==> config.mk <==
export PLATFORM = sky130hd
export DESIGN_NAME = floor_request_scheduler
export DESIGN_NICKNAME = d
export VERILOG_FILES = /design/src/rtl/floor_request_scheduler.sv
export SDC_FILE = /design/constraint.sdc
export NUM_CORES = 1
export LEC_CHECK = 0
export ABC_CLOCK_PERIOD_IN_PS = 6800
export CORE_MARGIN = 2
export CORE_UTILIZATION = 35
export CTS_CLUSTER_DIAMETER = 150
export DETAILED_ROUTE_END_ITERATION = 7
export PLACE_DENSITY = 0.63
export SLEW_MARGIN = 20
export SYNTH_ARGS = -nofsm -noshare
export SYNTH_HDL_FRONTEND = slang
export SYNTH_SLANG_ARGS = --single-unit
export TNS_END_PERCENT = 100
==> constraint.sdc <==
create_clock -name clk -period 6.8 [get_ports clk]
set_clock_uncertainty 0.2 [all_clocks]
set_input_delay 1.02 -clock clk [delete_from_list [all_inputs] [get_ports clk]]
set_output_delay 1.02 -clock clk [all_outputs]
set_load 0.02 [all_outputs]
==> src/rtl/floor_request_scheduler.sv <==
// Purpose: single-car scheduler; picks direction, times travel/door dwell, pulses clears for served floor requests.
// Latency: one floor per MOVE_CYCLES + 1 check cycle; door opens the cycle after a stop decision.
// Backpressure: none; clear pulses are fire-and-forget, held buttons are not retried. Option macro: SCHED_DOOR_REOPEN_EN.
module floor_request_scheduler #(
    parameter int BUTTONS_WIDTH = 8,
    parameter int MOVE_CYCLES   = 16,
    parameter int DOOR_CYCLES   = 32,
    localparam int FLOOR_W      = $clog2(BUTTONS_WIDTH)
) (
    input  logic                      clk,
    input  logic                      a_reset,
    input  logic [BUTTONS_WIDTH-1:0]  active_in_levels,
    input  logic [BUTTONS_WIDTH-2:0]  active_out_up_levels,
    input  logic [BUTTONS_WIDTH-1:1]  active_out_down_levels,
    output logic [BUTTONS_WIDTH-1:0]  inactivate_in_levels,
    output logic [BUTTONS_WIDTH-2:0]  inactivate_out_up_levels,
    output logic [BUTTONS_WIDTH-1:1]  inactivate_out_down_levels,
    output logic [FLOOR_W-1:0]        current_floor,
    output logic                      dir_up,
    output logic                      moving,
    output logic                      door_open
);

    localparam int TMR_MAX = (MOVE_CYCLES > DOOR_CYCLES) ? MOVE_CYCLES : DOOR_CYCLES;
    localparam int TMR_W   = $clog2(TMR_MAX);
    localparam logic [TMR_W-1:0]         MOVE_LAST = TMR_W'(MOVE_CYCLES - 1);
    localparam logic [TMR_W-1:0]         DOOR_LAST = TMR_W'(DOOR_CYCLES - 1);
    localparam logic [FLOOR_W-1:0]       TOP_FLOOR = FLOOR_W'(BUTTONS_WIDTH - 1);
    localparam logic [BUTTONS_WIDTH-1:0] ONE_B     = {{(BUTTONS_WIDTH-1){1'b0}}, 1'b1};

    typedef enum logic [1:0] {
        S_IDLE  = 2'd0,
        S_MOVE  = 2'd1,
        S_CHECK = 2'd2,
        S_DOOR  = 2'd3
    } state_e;

    state_e                     state_q, state_d;
    logic [TMR_W-1:0]           timer_q, timer_d;
    logic [FLOOR_W-1:0]         current_floor_q, current_floor_d;
    logic                       dir_up_q, dir_up_d;
    logic                       moving_q, moving_d;
    logic                       door_open_q, door_open_d;
    logic [BUTTONS_WIDTH-1:0]   inact_in_q, inact_in_d;
    logic [BUTTONS_WIDTH-2:0]   inact_up_q, inact_up_d;
    logic [BUTTONS_WIDTH-1:1]   inact_dn_q, inact_dn_d;

    logic [BUTTONS_WIDTH-1:0]   floor_oh, above_mask, below_mask, all_req;
    logic                       in_here, up_here, dn_here, any_here;
    logic                       req_above, req_below, req_fwd, req_back;
    logic                       fwd_here, opp_here, serve_opp, serve_dir;
    logic [BUTTONS_WIDTH-1:0]   srv_in;
    logic [BUTTONS_WIDTH-2:0]   srv_up;
    logic [BUTTONS_WIDTH-1:1]   srv_dn;
`ifdef SCHED_DOOR_REOPEN_EN
    logic                       reopen_in, reopen_fwd;
`endif

    // Request decode relative to the car position and committed direction.
    always_comb begin
        floor_oh   = ONE_B << current_floor_q;
        // Top floor: shifted one-hot is zero, so the above-mask collapses to zero.
        above_mask = ~((floor_oh << 1) - ONE_B);
        below_mask = floor_oh - ONE_B;
        all_req    = active_in_levels
                   | {1'b0, active_out_up_levels}
                   | {active_out_down_levels, 1'b0};

        in_here    = |(active_in_levels & floor_oh);
        up_here    = |(active_out_up_levels & floor_oh[BUTTONS_WIDTH-2:0]);
        dn_here    = |(active_out_down_levels & floor_oh[BUTTONS_WIDTH-1:1]);
        any_here   = in_here | up_here | dn_here;

        req_above  = |(all_req & above_mask);
        req_below  = |(all_req & below_mask);
        req_fwd    = dir_up_q ? req_above : req_below;
        req_back   = dir_up_q ? req_below : req_above;

        fwd_here   = dir_up_q ? up_here : dn_here;
        opp_here   = dir_up_q ? dn_here : up_here;
        // The opposite hall call is only taken when the car has nothing left ahead.
        serve_opp  = opp_here & ~req_fwd;

        serve_dir = dir_up_q;
        if (serve_opp) begin
            serve_dir = ~dir_up_q;
        end
        if (current_floor_q == '0) begin
            serve_dir = 1'b1;
        end
        if (current_floor_q == TOP_FLOOR) begin
            serve_dir = 1'b0;
        end

        srv_in = in_here ? floor_oh : '0;
        srv_up = ((dir_up_q & fwd_here) | (~dir_up_q & serve_opp)) ? floor_oh[BUTTONS_WIDTH-2:0] : '0;
        srv_dn = ((~dir_up_q & fwd_here) | (dir_up_q & serve_opp)) ? floor_oh[BUTTONS_WIDTH-1:1] : '0;

`ifdef SCHED_DOOR_REOPEN_EN
        // Skip bits pulsed last cycle: their latch has not cleared yet.
        reopen_in  = in_here & ~(|inact_in_q);
        reopen_fwd = fwd_here & ~(dir_up_q ? (|inact_up_q) : (|inact_dn_q));
`endif
    end

    // Next-state, timer, position, direction and clear-pulse generation.
    always_comb begin
        state_d         = state_q;
        timer_d         = timer_q;
        current_floor_d = current_floor_q;
        dir_up_d        = dir_up_q;
        inact_in_d      = '0;
        inact_up_d      = '0;
        inact_dn_d      = '0;

        case (state_q)
            S_IDLE: begin
                timer_d = '0;
                if (any_here) begin
                    state_d    = S_DOOR;
                    inact_in_d = srv_in;
                    inact_up_d = srv_up;
                    inact_dn_d = srv_dn;
                    dir_up_d   = serve_dir;
                end else if (req_fwd) begin
                    state_d = S_MOVE;
                end else if (req_back) begin
                    dir_up_d = ~dir_up_q;
                    state_d  = S_MOVE;
                end
            end
            S_MOVE: begin
                if (timer_q == MOVE_LAST) begin
                    timer_d         = '0;
                    current_floor_d = dir_up_q ? (current_floor_q + FLOOR_W'(1))
                                               : (current_floor_q - FLOOR_W'(1));
                    state_d         = S_CHECK;
                end else begin
                    timer_d = timer_q + TMR_W'(1);
                end
            end
            S_CHECK: begin
                timer_d = '0;
                if (in_here || fwd_here || !req_fwd) begin
                    if (any_here) begin
                        state_d    = S_DOOR;
                        inact_in_d = srv_in;
                        inact_up_d = srv_up;
                        inact_dn_d = srv_dn;
                        dir_up_d   = serve_dir;
                    end else begin
                        state_d = S_IDLE;
                    end
                end else begin
                    state_d = S_MOVE;
                end
            end
            S_DOOR: begin
`ifdef SCHED_DOOR_REOPEN_EN
                if (reopen_in || reopen_fwd) begin
                    timer_d    = '0;
                    inact_in_d = reopen_in ? floor_oh : '0;
                    if (dir_up_q) begin
                        inact_up_d = reopen_fwd ? floor_oh[BUTTONS_WIDTH-2:0] : '0;
                    end else begin
                        inact_dn_d = reopen_fwd ? floor_oh[BUTTONS_WIDTH-1:1] : '0;
                    end
                end else if (timer_q == DOOR_LAST) begin
                    timer_d = '0;
                    state_d = S_IDLE;
                end else begin
                    timer_d = timer_q + TMR_W'(1);
                end
`else
                if (timer_q == DOOR_LAST) begin
                    timer_d = '0;
                    state_d = S_IDLE;
                end else begin
                    timer_d = timer_q + TMR_W'(1);
                end
`endif
            end
            default: begin
                state_d = S_IDLE;
                timer_d = '0;
            end
        endcase

        moving_d    = (state_d == S_MOVE);
        door_open_d = (state_d == S_DOOR);
    end

    // State and registered outputs; reset returns the car to floor 0 heading up.
    always_ff @(posedge clk or posedge a_reset) begin
        if (a_reset) begin
            state_q         <= S_IDLE;
            timer_q         <= '0;
            current_floor_q <= '0;
            dir_up_q        <= 1'b1;
            moving_q        <= 1'b0;
            door_open_q     <= 1'b0;
            inact_in_q      <= '0;
            inact_up_q      <= '0;
            inact_dn_q      <= '0;
        end else begin
            state_q         <= state_d;
            timer_q         <= timer_d;
            current_floor_q <= current_floor_d;
            dir_up_q        <= dir_up_d;
            moving_q        <= moving_d;
            door_open_q     <= door_open_d;
            inact_in_q      <= inact_in_d;
            inact_up_q      <= inact_up_d;
            inact_dn_q      <= inact_dn_d;
        end
    end

    assign inactivate_in_levels       = inact_in_q;
    assign inactivate_out_up_levels   = inact_up_q;
    assign inactivate_out_down_levels = inact_dn_q;
    assign current_floor              = current_floor_q;
    assign dir_up                     = dir_up_q;
    assign moving                     = moving_q;
    assign door_open                  = door_open_q;

endmodule
==> results of run 1 <==
final timing paths:
check                           slack (ns)                          from  cells after the start                      endpoint
worst max-delay path                  3.06  current_floor[2]$_DFFE_PP0P_                     10           door_open$_DFF_PP0_
worst min-delay path                  0.28          timer_q[0]$_DFF_PP0_                      1          timer_q[0]$_DFF_PP0_
worst max register to register        3.06  current_floor[2]$_DFFE_PP0P_                     10           door_open$_DFF_PP0_
worst min register to register        0.28          timer_q[0]$_DFF_PP0_                      1          timer_q[0]$_DFF_PP0_
max in group asynchronous             5.13                       a_reset                      3            dir_up$_DFFE_PP1P_
min in group asynchronous             0.94                       a_reset                      3  current_floor[0]$_DFFE_PP0P_
report_power, final:
group          switching (W)  leakage, nW  internal [W]
registers          0.0000932        0.460      0.000252
logic               0.000270        0.574      0.000232
clock network      0.0000672       0.0470     0.0000793
registers in the layout, summed over array words and instances (netlist names):
signal,flops
inactivate_out_up_levels,7
current_floor,3
inactivate_out_down_levels,7
timer_q,5
door_open,1
inactivate_in_levels,8
dir_up,1
moving,1
state_q,2
routing by layer:
| metal | share of wire [%] | routed length, um | GRT usage, % | up-vias |
|---|---|---|---|---|
| met5 | 0 | 0 | 0 | - |
| met4 | 1.3 | 66 | 6.034 | 0 |
| met2 | 43 | 2187 | 26.05 | 61 |
| met3 | 5.8 | 292 | 3.733 | 6 |
| li1 | - | - | - | 825 |
| met1 | 50 | 2497 | 25.81 | 818 |
through the flow:
stage,instance area (sq um),instances,total power (W)
floorplan,1996,205,0.0007163
global placement,2541,319,0.0008378
detailed placement,2541,319,0.0008444
CTS,2629,326,0.0009974
global route,2629,326,0.001084
finish,2629,326,0.0009936
area by class of cell:
class | instances | area, sq um
clock buffers | 6 | 82.58
multi-input cells | 148 | 1011
well taps | 72 | 90.09
clock inverters | 1 | 5.005
inverters | 12 | 45.04
repair buffers | 52 | 518.0
flip-flops and latches | 35 | 877.1
fillers | 507 | 2878
placed cells by master (no fill, tap or decap), types with 2 or more instances in the layout:
cell type        count
clkdlybuf4s50_1     51
nand2_1             10
o22ai_1              3
mux4_2               2
nor2b_1              4
ha_1                 5
inv_1               12
dfrtp_1             34
nor3_1               5
nor2_1              38
a32oi_1              2
nand2b_1             3
or3_1                2
xor2_1               2
and2_1               3
nand4_1              2
mux2i_1              8
o21a_1               4
o21ai_0              5
a211oi_1             2
clkbuf_8             6
a21oi_1              4
o31ai_1              3
a221o_1              2
nand3_1              7
xnor2_1              5
cells by family after synthesis:
group                      Yosys count  synth area share, %
DFF                                 35                43.95
muxes                               12                7.586
buffers and inverters               22                5.392
and+or+nand+nor                     84                20.75
xor gates and xnor gates             7                3.072
adders and majority gates            6                4.138
AOI/OAI and AO/OA                   39                15.11
worst max-delay path, stage by stage (launching register included):
cell,delay (ns)
dfrtp_1,0.99
inv_1,0.23
nand3_1,0.25
ha_1,0.36
nor3b_1,0.24
a211oi_1,0.08
nor2_1,0.12
or4b_4,0.52
a31oi_1,0.32
a21oi_2,0.13
a211oi_1,0.20
==> run metrics, run 1 <==
Die Area=6322 sq um; FMAX=0.2672 GHz; most frequent cell after synthesis=nor2_1; postcts setup bufs=0; row cnt=27; post-synthesis sequential area ratio=43.95%; max_cap viols=0; Avg Inst Size Synth=9.735 sq um; Num CTS Buffers=5; initial antenna violation count=0; DRT antenna net count=0; commonest register cell after synthesis=dfrtp_1; total core area=5507 sq um; Peak VDD IR=0.1288 mV; Crit Path Category=reg2reg; post-synth top area share=42.63%; Slew Limit Fails=0; Fin Hold WS=0.2774 ns; Initial Util=36.24%; Tcrit/Tclk final=55.03%; status=complete, no violations; ranking of synthesized cells by area=dfrtp_1, nor2_1, mux2i_1, ha_1, inv_1; hold crit path type=reg2reg; number of port buffers=51; Initial DRC Count=121; vias in the first global route=1749; TNS Setup=0 ns; Pwr Density=378.0 nW/um^2; commonest cells in the netlist=nor2_1, dfrtp_1, inv_1; Layout Nets=284; number of synthesized flops with an enable pin=0; CTS Buffer Depth=2; Ys Warns=0; largest area contributor in the netlist=dfrtp_1; LEAKAGE=1.081 nW; RSZ-0062 raised after global routing=no; fraction of layout cells with a size suffix above 1=7.087%; post-synthesis cell type count=56; CTS root buf=clkbuf_8; IO Pins=52; total gr overflow=0; Yosys reg bits=35; CP Launch Type=flop; fraction of registers with async set/reset=100.0%; CTS clk-pin slew, worst paths=0.07 ns; setup slack after layout=3.058 ns; CP max FO=30; Crit path arrival time=3.72 ns; largest net degree at the start of global routing=36; DRC=0; worst path required time=6.78 ns; Post-Route WL=5044 um; Ant. Diodes=0; first-pass iteration count of the detailed router=4; first-pass GRT wire length=8618 um; cell count after synthesis=205; CTS tree=done; H-tree depth=2; Final Hold Viols=0; vias=1710; Setup violations, final=0; Post-DP HPWL=3811 um; Net Count, Synth=235; Slew @ Worst Pin=0.9864 ns; clock tree sinks=35; Total GRT Usage=17.74%; area delta synth->final=31.72%; Worst setup EP type=flop; post-placement worst setup slack=3.157 ns; min Tclk post-route=3.742 ns; post-CTS sizing=0; max_slew headroom=34.24%; detail-routed net length per standard cell=15.47 um; routability cong.=0.8719; post-DR vias/cell=5.245; worst-skew pair later-pin latency=0.28 ns; Die X-Extent=79.51 um; Mapped Area=1996 sq um; DIE HEIGHT=79.51 um; fin util=47.74%; cts hold-fix bufs=0
(Power assumes the default switching activity.)
==> run 2, diff against run 1 <==
ABC_CLOCK_PERIOD_IN_PS = 3400   (was 6800)
PLACE_DENSITY = 0.65   (was 0.63)
clock period = 3.4 ns   (was 6.8 ns; I/O delays follow)
==> run 2 against run 1 <==
Net effect:
- routed wire length grew 0.99%
- maximum frequency up 19%
- critical path depth fell by 2
- setup slack worse by 2.8 ns
- final cell count rose by 1.5%
==> run metrics, run 2 (synthesis results as in run 1) <==
uppermost routed layer=met4; FMAX=0.3189 GHz; worst-skew pair later-pin latency=0.28 ns; HP Start=timer_q[0]$_DFF_PP0_; M1 WL=2563 um; first-pass iteration count of the detailed router=4; CTS tree=done; Peak VDD IR=0.2785 mV; CTS clk-pin slew, worst paths=0.07 ns; cts hold-fix bufs=0; TNS Setup=0 ns; CP Launch Type=flop; status=complete, no violations; H-tree depth=2; clock tree sinks=35; post-DR vias/cell=5.236; Flop pwr share=29.2%; largest net degree at the start of global routing=36; area delta synth->final=33.61%; postcts setup bufs=0; number of flip-flops under the largest register name=8; CP Launch Point=current_floor[0]$_DFFE_PP0P_; Die X-Extent=79.51 um; row cnt=27; most frequent cells in the layout=clkdlybuf4s50_1, nor2_1, dfrtp_1; IO Pins=52; commonest non-fill, non-tap cell in the layout=clkdlybuf4s50_1; Layout Nets=289; Slew Limit Fails=0; max_slew headroom=68.24%; met2 routed WL=2157 um; min Tclk post-route=3.136 ns; CP max FO=8; Post-Route WL=5094 um; total gr overflow=0; number of port buffers=51; DIE HEIGHT=79.51 um; Total GRT Usage=16.93%; Final Hold Viols=0; Worst setup EP type=flop; initial antenna violation count=0; CTS Buffer Depth=2; Fin Hold WS=0.2670 ns; RSZ-0062 raised after global routing=no; post-CTS sizing=0; Net Sw Frac=43.15%; FF-to-FF setup slack=0.26 ns; Slew @ Worst Pin=0.4728 ns; Crit Path Category=reg2reg; Clk pwr share=14.4%; fin cells=331; LEAKAGE=1.105 nW; combinational share of power=56.4%; Pwr Density=765.5 nW/um^2; NetSw=0.0008809 W; max_cap viols=0; Setup violations, final=0; Crit path arrival time=3.14 ns; total core area=5507 sq um; vias=1733; fraction of layout cells with a size suffix above 1=8.880%; Initial DRC Count=118; Die Area=6322 sq um; total power=0.002041 W; Initial Util=36.24%; Detail Route met3 WL=358 um; fin util=48.42%; vias in the first global route=1696; Post-DP HPWL=3911 um; DRT antenna net count=0; first-pass GRT wire length=8259 um; Pint=0.001160 W; hold crit path type=reg2reg; reg2reg start=current_floor[0]$_DFFE_PP0P_; CTS root buf=clkbuf_8; detail-routed net length per standard cell=15.39 um; routability cong.=0.9100; Num CTS Buffers=5; Tcrit/Tclk final=92.22%; DRC=0; worst path required time=3.41 ns; Ant. Diodes=0; Placed Cells incl. Taps=324
## run 2: power by group through the flow
| stage | clock, W | sequential [W] | combinational (W) |
|---|---|---|---|
| after detailed placement | 0 | 0.000604 | 0.00114 |
| after global placement | 0 | 0.000602 | 0.00113 |
| after global routing | 0.000324 | 0.000609 | 0.00126 |
| after CTS | 0.000304 | 0.000597 | 0.00114 |
| final | 0.000294 | 0.000597 | 0.00115 |
| after floorplan | 0 | 0.000622 | 0.000810 |
## run 2: cell type report
type / instances / area, sq um
Clock buffer: 6 / 82.58
Clock inverter: 1 / 5.005
Fill cell: 519 / 2840
Inverter: 12 / 45.04
Multi-Input combinational cell: 148 / 1011
Sequential cell: 35 / 877.1
Tap cell: 72 / 90.09
Timing Repair Buffer: 57 / 555.5
## run 2: critical path, cell delays in order (launching register included)
cell,delay (ns)
dfrtp_1,0.47
or3_1,0.42
ha_1,0.29
nor4b_1,0.28
a32o_1,0.16
a221oi_1,0.06
or4_1,0.59
a211o_1,0.44
nor2_1,0.15
## run 2: worst paths after layout
path                                                                 to  cells past startpoint
worst min-delay path                               timer_q[0]$_DFF_PP0_                      1
min in group asynchronous                          timer_q[3]$_DFF_PP0_                      3
worst max register to register  inactivate_out_down_levels[3]$_DFF_PP0_                      8
worst max-delay path            inactivate_out_down_levels[3]$_DFF_PP0_                      8
worst min register to register                     timer_q[0]$_DFF_PP0_                      1
max in group asynchronous                            dir_up$_DFFE_PP1P_                      3
## run 2: stage by stage
| stage | worst slack [ns] | instance area [sq um] |
|---|---|---|
| after floorplan | 0.01933 | 1996 |
| after global placement | 0.2826 | 2579 |
| after detailed placement | 0.2815 | 2579 |
| after CTS | 0.2646 | 2666 |
| after global routing | 0.01814 | 2666 |
| final | 0.2645 | 2666 |
## run 2: per-layer routing
| metal | GRT usage (%) | vias to the layer above |
|---|---|---|
| met1 | 25.18 | 822 |
| met3 | 3.507 | 2 |
| met5 | 0 | - |
| met2 | 24.12 | 74 |
| met4 | 6.034 | 0 |
| li1 | - | 835 |
==> RTL edit 1: new RTL, flow settings as in run 1 <==
Build with the macro `SCHED_DOOR_REOPEN_EN` defined.
--- a/src/rtl/floor_request_scheduler.sv
+++ b/src/rtl/floor_request_scheduler.sv
@@ -1,6 +1,8 @@
 // Purpose: single-car scheduler; picks direction, times travel/door dwell, pulses clears for served floor requests.
 // Latency: one floor per MOVE_CYCLES + 1 check cycle; door opens the cycle after a stop decision.
 // Backpressure: none; clear pulses are fire-and-forget, held buttons are not retried. Option macro: SCHED_DOOR_REOPEN_EN.
+`define SCHED_DOOR_REOPEN_EN
+
 module floor_request_scheduler #(
     parameter int BUTTONS_WIDTH = 8,
     parameter int MOVE_CYCLES   = 16,
Check against the original RTL: not equivalent (a bounded check fails within 4 cycles, from zero or initial values and one cycle with a_reset high).
==> RTL edit 1 against run 1 <==
- fmax grew 7.6%
- cell area up 6.6%
- highest routed layer unchanged
- critical path depth fell by 1
- critical path type unchanged
- cell count increased by 8.6%
- wire length grew 6.7%
- area after synthesis up 7.2%
- critical endpoint is now moving
- sequential cell count did not move
- synthesized cell count increased by 13%
- core utilization fell by 0.40 points
- worst setup slack improved by 260 ps
- count of clock-buffer cells in the layout fell by 1
Power is not compared: it rests on default switching activity, and its combinational part moved more than twofold at a synthesized area within 25%.
==> RTL edit 1: results (changes against run 1) <==
Timing
  – Max Freq: 288 MHz (+7.6%)
  – Worst hold slack: 263 ps (-14.7 ps)
  – Headroom to the max-slew limit: 41.7% (+7.4 points)
  – Final-report hold violation count: 0 (unchanged)

Logic synthesis
  – Synth top area cells: dfrtp_1, nor2_1, ha_1
  – Cell variety after synth: 57 (+1.8%)
  – Yosys warning total: 0 (unchanged)
  – Post-synth ARST share: 100% (unchanged)
  – Total nets after synthesis: 262 (+11%)
  – Sequential fraction of the synthesis area: 41.0% (-3.0 points)
  – Prevailing post-synth register cell: dfrtp_1
  – Most common library cells after synthesis: nor2_1, dfrtp_1, nand2_1, nor3_1, inv_1
  – Synthesized area per cell: 9.22 um2 (-5.3%)

Global routing
  – Total Routing Usage GR: 17.1% (-0.62 points)
  – First-pass GRT wire length: 8830 um (+2.5%)
  – Number of global-route vias before repair: 1,779 (+1.7%)
  – Overflow left after global routing: 0 (unchanged)

Setup path
  – Worst-path fanout max: 25 (-17%)
  – Family of cells with the greatest summed delay on the critical path: compound AO/OA/AOI/OAI gates
  – Depth of the worst register-to-register path: 9 (-1)
  – Largest incremental delay on the critical path: 920 ps (-70 ps)
  – Arrival time at the worst endpoint: 3440 ps (-280 ps)
  – Setup slack, reg-to-reg: 3320 ps (+260 ps)
  – End of the worst register-to-register path: moving
  – Critical path startpoint: current_floor[2]

Routing
  – Post-Route WL: 5380 um (+6.7%)
  – Vias post-DR: 1,907 (+12%)
  – DR iter-0 viols: 177 (+46%)
  – Average vias per placed instance: 5.39 (+2.7%)

Place
  – Worst setup slack before clock tree synthesis: 3190 ps (+28.8 ps)
  – Placer congestion estimate: 0.831 (-4.7%)
  – Total placed instance area: 2690 um2 (+5.7%)
  – Final HPWL DP: 4100 um (+7.5%)

Final layout
  – Flip-flop count of the largest register after layout: 8 (unchanged)
  – Fill count: 576 (+14%)
  – Layout cell share with drive strength beyond 1: 7.17% (+0.082 points)
  – Final Net Count: 308 (+8.5%)

Power and ir drop
  – VDD IR max: about 80 uV
  – Switching Fraction: between 20% and 30%
  – Part of the power in registers: between 40% and 50%

Min path
  – Sink of the worst hold path: timer_q[0]
  – Hold Startpoint: timer_q[0]

Status
  – Run status: completed

CTS
  – Root Buffer Master: clkbuf_8
  – Clock transition at the registers of the reported paths: 80 ps
  – Clock buffers created by TritonCTS: 5 (unchanged)
  – Buffers from clock root to sink, at most: 2 (unchanged)
  – Resized cells post-CTS: 0 (unchanged)
==> RTL edit 1: cell count changes after synthesis, sizes merged, moves of 4 or more <==
cell,change
nor3,+5
o21ai,+6
mux2i,-5
or4,+4
or3,+4
clkbuf,+6
and3,+4
==> RTL edit 1: per-layer routing <==
layer / wire length [um] / global-route usage (%)
met3: 250 / 2.39
met1: 2570 / 24.2
met5: 0 / 0
met4: 68 / 6.67
met2: 2490 / 26.4
==> RTL edit 1: kinds of logic (layout without fill, tap and decap cells) <==
group           Yosys count  count (layout)  share of synthesized area (%)
compound gates           51              51                           17.4
xor+xnor                  6               6                           2.81
fa+ha+maj                 6               6                           3.86
buf+inv                  24              71                           5.15
flops                    35              35                           41.0
mux                      10              10                           6.14
simple gates            100             100                           23.6
==> RTL edit 1: cell type report <==
type	count	area (um2)	area share (%)
clock buffer	5	68.8	2.46
inverter	10	37.5	1.34
tap	75	93.8	3.35
multi-input combinational	173	1150	41.1
clock inverter	3	47.5	1.70
timing repair buffer	53	526	18.7
sequential	35	877	31.3
==> RTL edit 2: new RTL, flow settings as in run 1 <==
Made on the original files. Reset style: synchronous (`a_reset`), changed in one clocked block.
--- a/src/rtl/floor_request_scheduler.sv
+++ b/src/rtl/floor_request_scheduler.sv
@@ -191,7 +191,7 @@
     end
 
     // State and registered outputs; reset returns the car to floor 0 heading up.
-    always_ff @(posedge clk or posedge a_reset) begin
+    always_ff @(posedge clk) begin
         if (a_reset) begin
             state_q         <= S_IDLE;
             timer_q         <= '0;
Formal check against the unedited RTL: differs if a_reset is asserted again (counterexample within 4 cycles, from zero or initial values and one cycle with a_reset high); with a_reset held inactive, the same outputs for 10 cycles.
==> RTL edit 2 against run 1 <==
- worst setup slack got worse by 40 ps
- wire length decreased by 9.3%
- fmax decreased by 1.1%
- cell area decreased by 4.3%
- sequential cell count unchanged
- first-iteration DRC count increased by 4.1%
- critical path depth increased by 1
- area after synthesis decreased by 5.3%
- highest routed layer unchanged
Power is not compared: it rests on default switching activity, and its combinational part moved more than twofold at a synthesized area within 25%.
==> RTL edit 2: results (changes against run 1) <==
Logic synthesis
  – Sequential fraction of the synthesis area: 37.1% (-6.9 points)
  – Prevailing post-synth register cell: dfxtp_1
  – Synth top area cells: dfxtp_1, nor2_1, ha_1
  – Cell variety after synth: 56 (unchanged)
  – Most common library cells after synthesis: dfxtp_1, nor2_1, inv_1, nand2_1
  – Total nets after synthesis: 251 (+6.8%)
  – Cell with the most instances after synthesis: dfxtp_1
  – Post-synth ARST share: 0% (-100 points)
  – Yosys warning total: 0 (unchanged)

Global routing
  – Maximum number of pins on one net before global-route repair: 30 (-17%)
  – Number of global-route vias before repair: 1,644 (-6.0%)
  – Total Routing Usage GR: 16.0% (-1.7 points)
  – First-pass GRT wire length: 7770 um (-9.9%)
  – Initial antenna violation count: 0 (unchanged)

CTS
  – Skew-Pair Late Insertion Delay: 280 ps (about the same)
  – Root Buffer Master: clkbuf_8
  – Clock transition at the registers of the reported paths: 70 ps (about the same)
  – Clock buffers created by TritonCTS: 5 (unchanged)
  – Resized cells post-CTS: 0 (unchanged)
  – Buffers from clock root to sink, at most: 2 (unchanged)
  – Post-CTS Setup Repair Bufs: 0 (unchanged)

Final layout
  – Final Net Count: 297 (+4.6%)
  – Layout cell share with drive strength beyond 1: 8.21% (+1.1 points)
  – Fill count: 511 (+0.79%)
  – Antenna Cells: 0 (unchanged)
  – Flip-flop count of the largest register after layout: 8 (unchanged)

Timing
  – Headroom to the max-slew limit: 42.1% (+7.9 points)

Place
  – Placer congestion estimate: 0.829 (-4.9%)
  – Final HPWL DP: 3450 um (-9.5%)
  – Port Buffer Count: 51 (unchanged)
  – Worst setup slack before clock tree synthesis: 3060 ps (-93.2 ps)
  – Total placed instance area: 2430 um2 (-4.2%)

Setup path
  – Worst-path fanout max: 25 (-17%)
  – Slowest stage cell, crit path: dfxtp_1
  – Family of cells with the greatest summed delay on the critical path: simple AND/OR/NAND/NOR gates
  – Arrival time at the worst endpoint: 3800 ps (+80 ps)
  – Largest incremental delay on the critical path: 880 ps (-110 ps)

Status
  – Run status: completed

Routing
  – Post-Route WL: 4570 um (-9.3%)
  – Vias post-DR: 1,712 (+0.12%)
  – DR iter-0 viols: 126 (+4.1%)
  – First-pass DRT Iterations: 4 (unchanged)

Min path
  – Worst hold path type: flop to flop

Power and ir drop
  – VDD IR max: 69.9 uV
==> RTL edit 2: worst paths after layout <==
| kind | from | endpoint | slack, ps | depth (start not counted) |
|---|---|---|---|---|
| hold reg to reg | timer_q[0] | timer_q[0] | 250 | 1 |
| hold / removal | timer_q[0] | timer_q[0] | 250 | 1 |
| setup / recovery | current_floor[0] | moving | 3020 | 11 |
| setup reg to reg | current_floor[0] | moving | 3020 | 11 |
==> RTL edit 2: logic make-up (layout without fill, tap and decap cells) <==
| group | after synthesis | count (layout) | synth area share, % |
|---|---|---|---|
| simple gates | 97 | 97 | 26.8 |
| compound gates | 43 | 43 | 17.1 |
| flops | 35 | 35 | 37.1 |
| buf+inv | 26 | 73 | 6.02 |
| mux | 9 | 9 | 6.35 |
| fa+ha+maj | 6 | 6 | 4.37 |
| xor+xnor | 5 | 5 | 2.32 |
==> RTL edit 2: final cells by class <==
class / instances / area, um2 / share of cell area, %
Clock inverter: 1 / 5.00 / 0.199
Multi-Input combinational cell: 160 / 1080 / 42.8
Timing Repair Buffer: 53 / 526 / 20.9
Inverter: 12 / 45.0 / 1.79
Clock buffer: 7 / 76.3 / 3.03
Tap cell: 70 / 87.6 / 3.48
Sequential cell: 35 / 701 / 27.8
==> RTL edit 2: through the flow <==
stage / std cells / utilization [%]
finish: 338 / 48.6
global route: 338 / 48.6
global placement: 330 / 47.1
detailed placement: 330 / 47.1
CTS: 338 / 48.6
floorplan: 221 / -
==> RTL edit 2: power breakdown <==
part	internal (mW)	switching, mW
clock network	0.0717	0.0680
registers	0.208	0.00384
logic	0.0244	0.0199
total	0.305	0.0917
==> RTL edit 2: metal layers <==
layer | global-route usage, % | vias up | share of wire (%)
li1 | - | 880 | -
met1 | 20.0 | 767 | 45
met2 | 26.4 | 55 | 49
met3 | 3.37 | 10 | 4.4
met4 | 7.32 | 0 | 1.7
met5 | 0 | - | 0
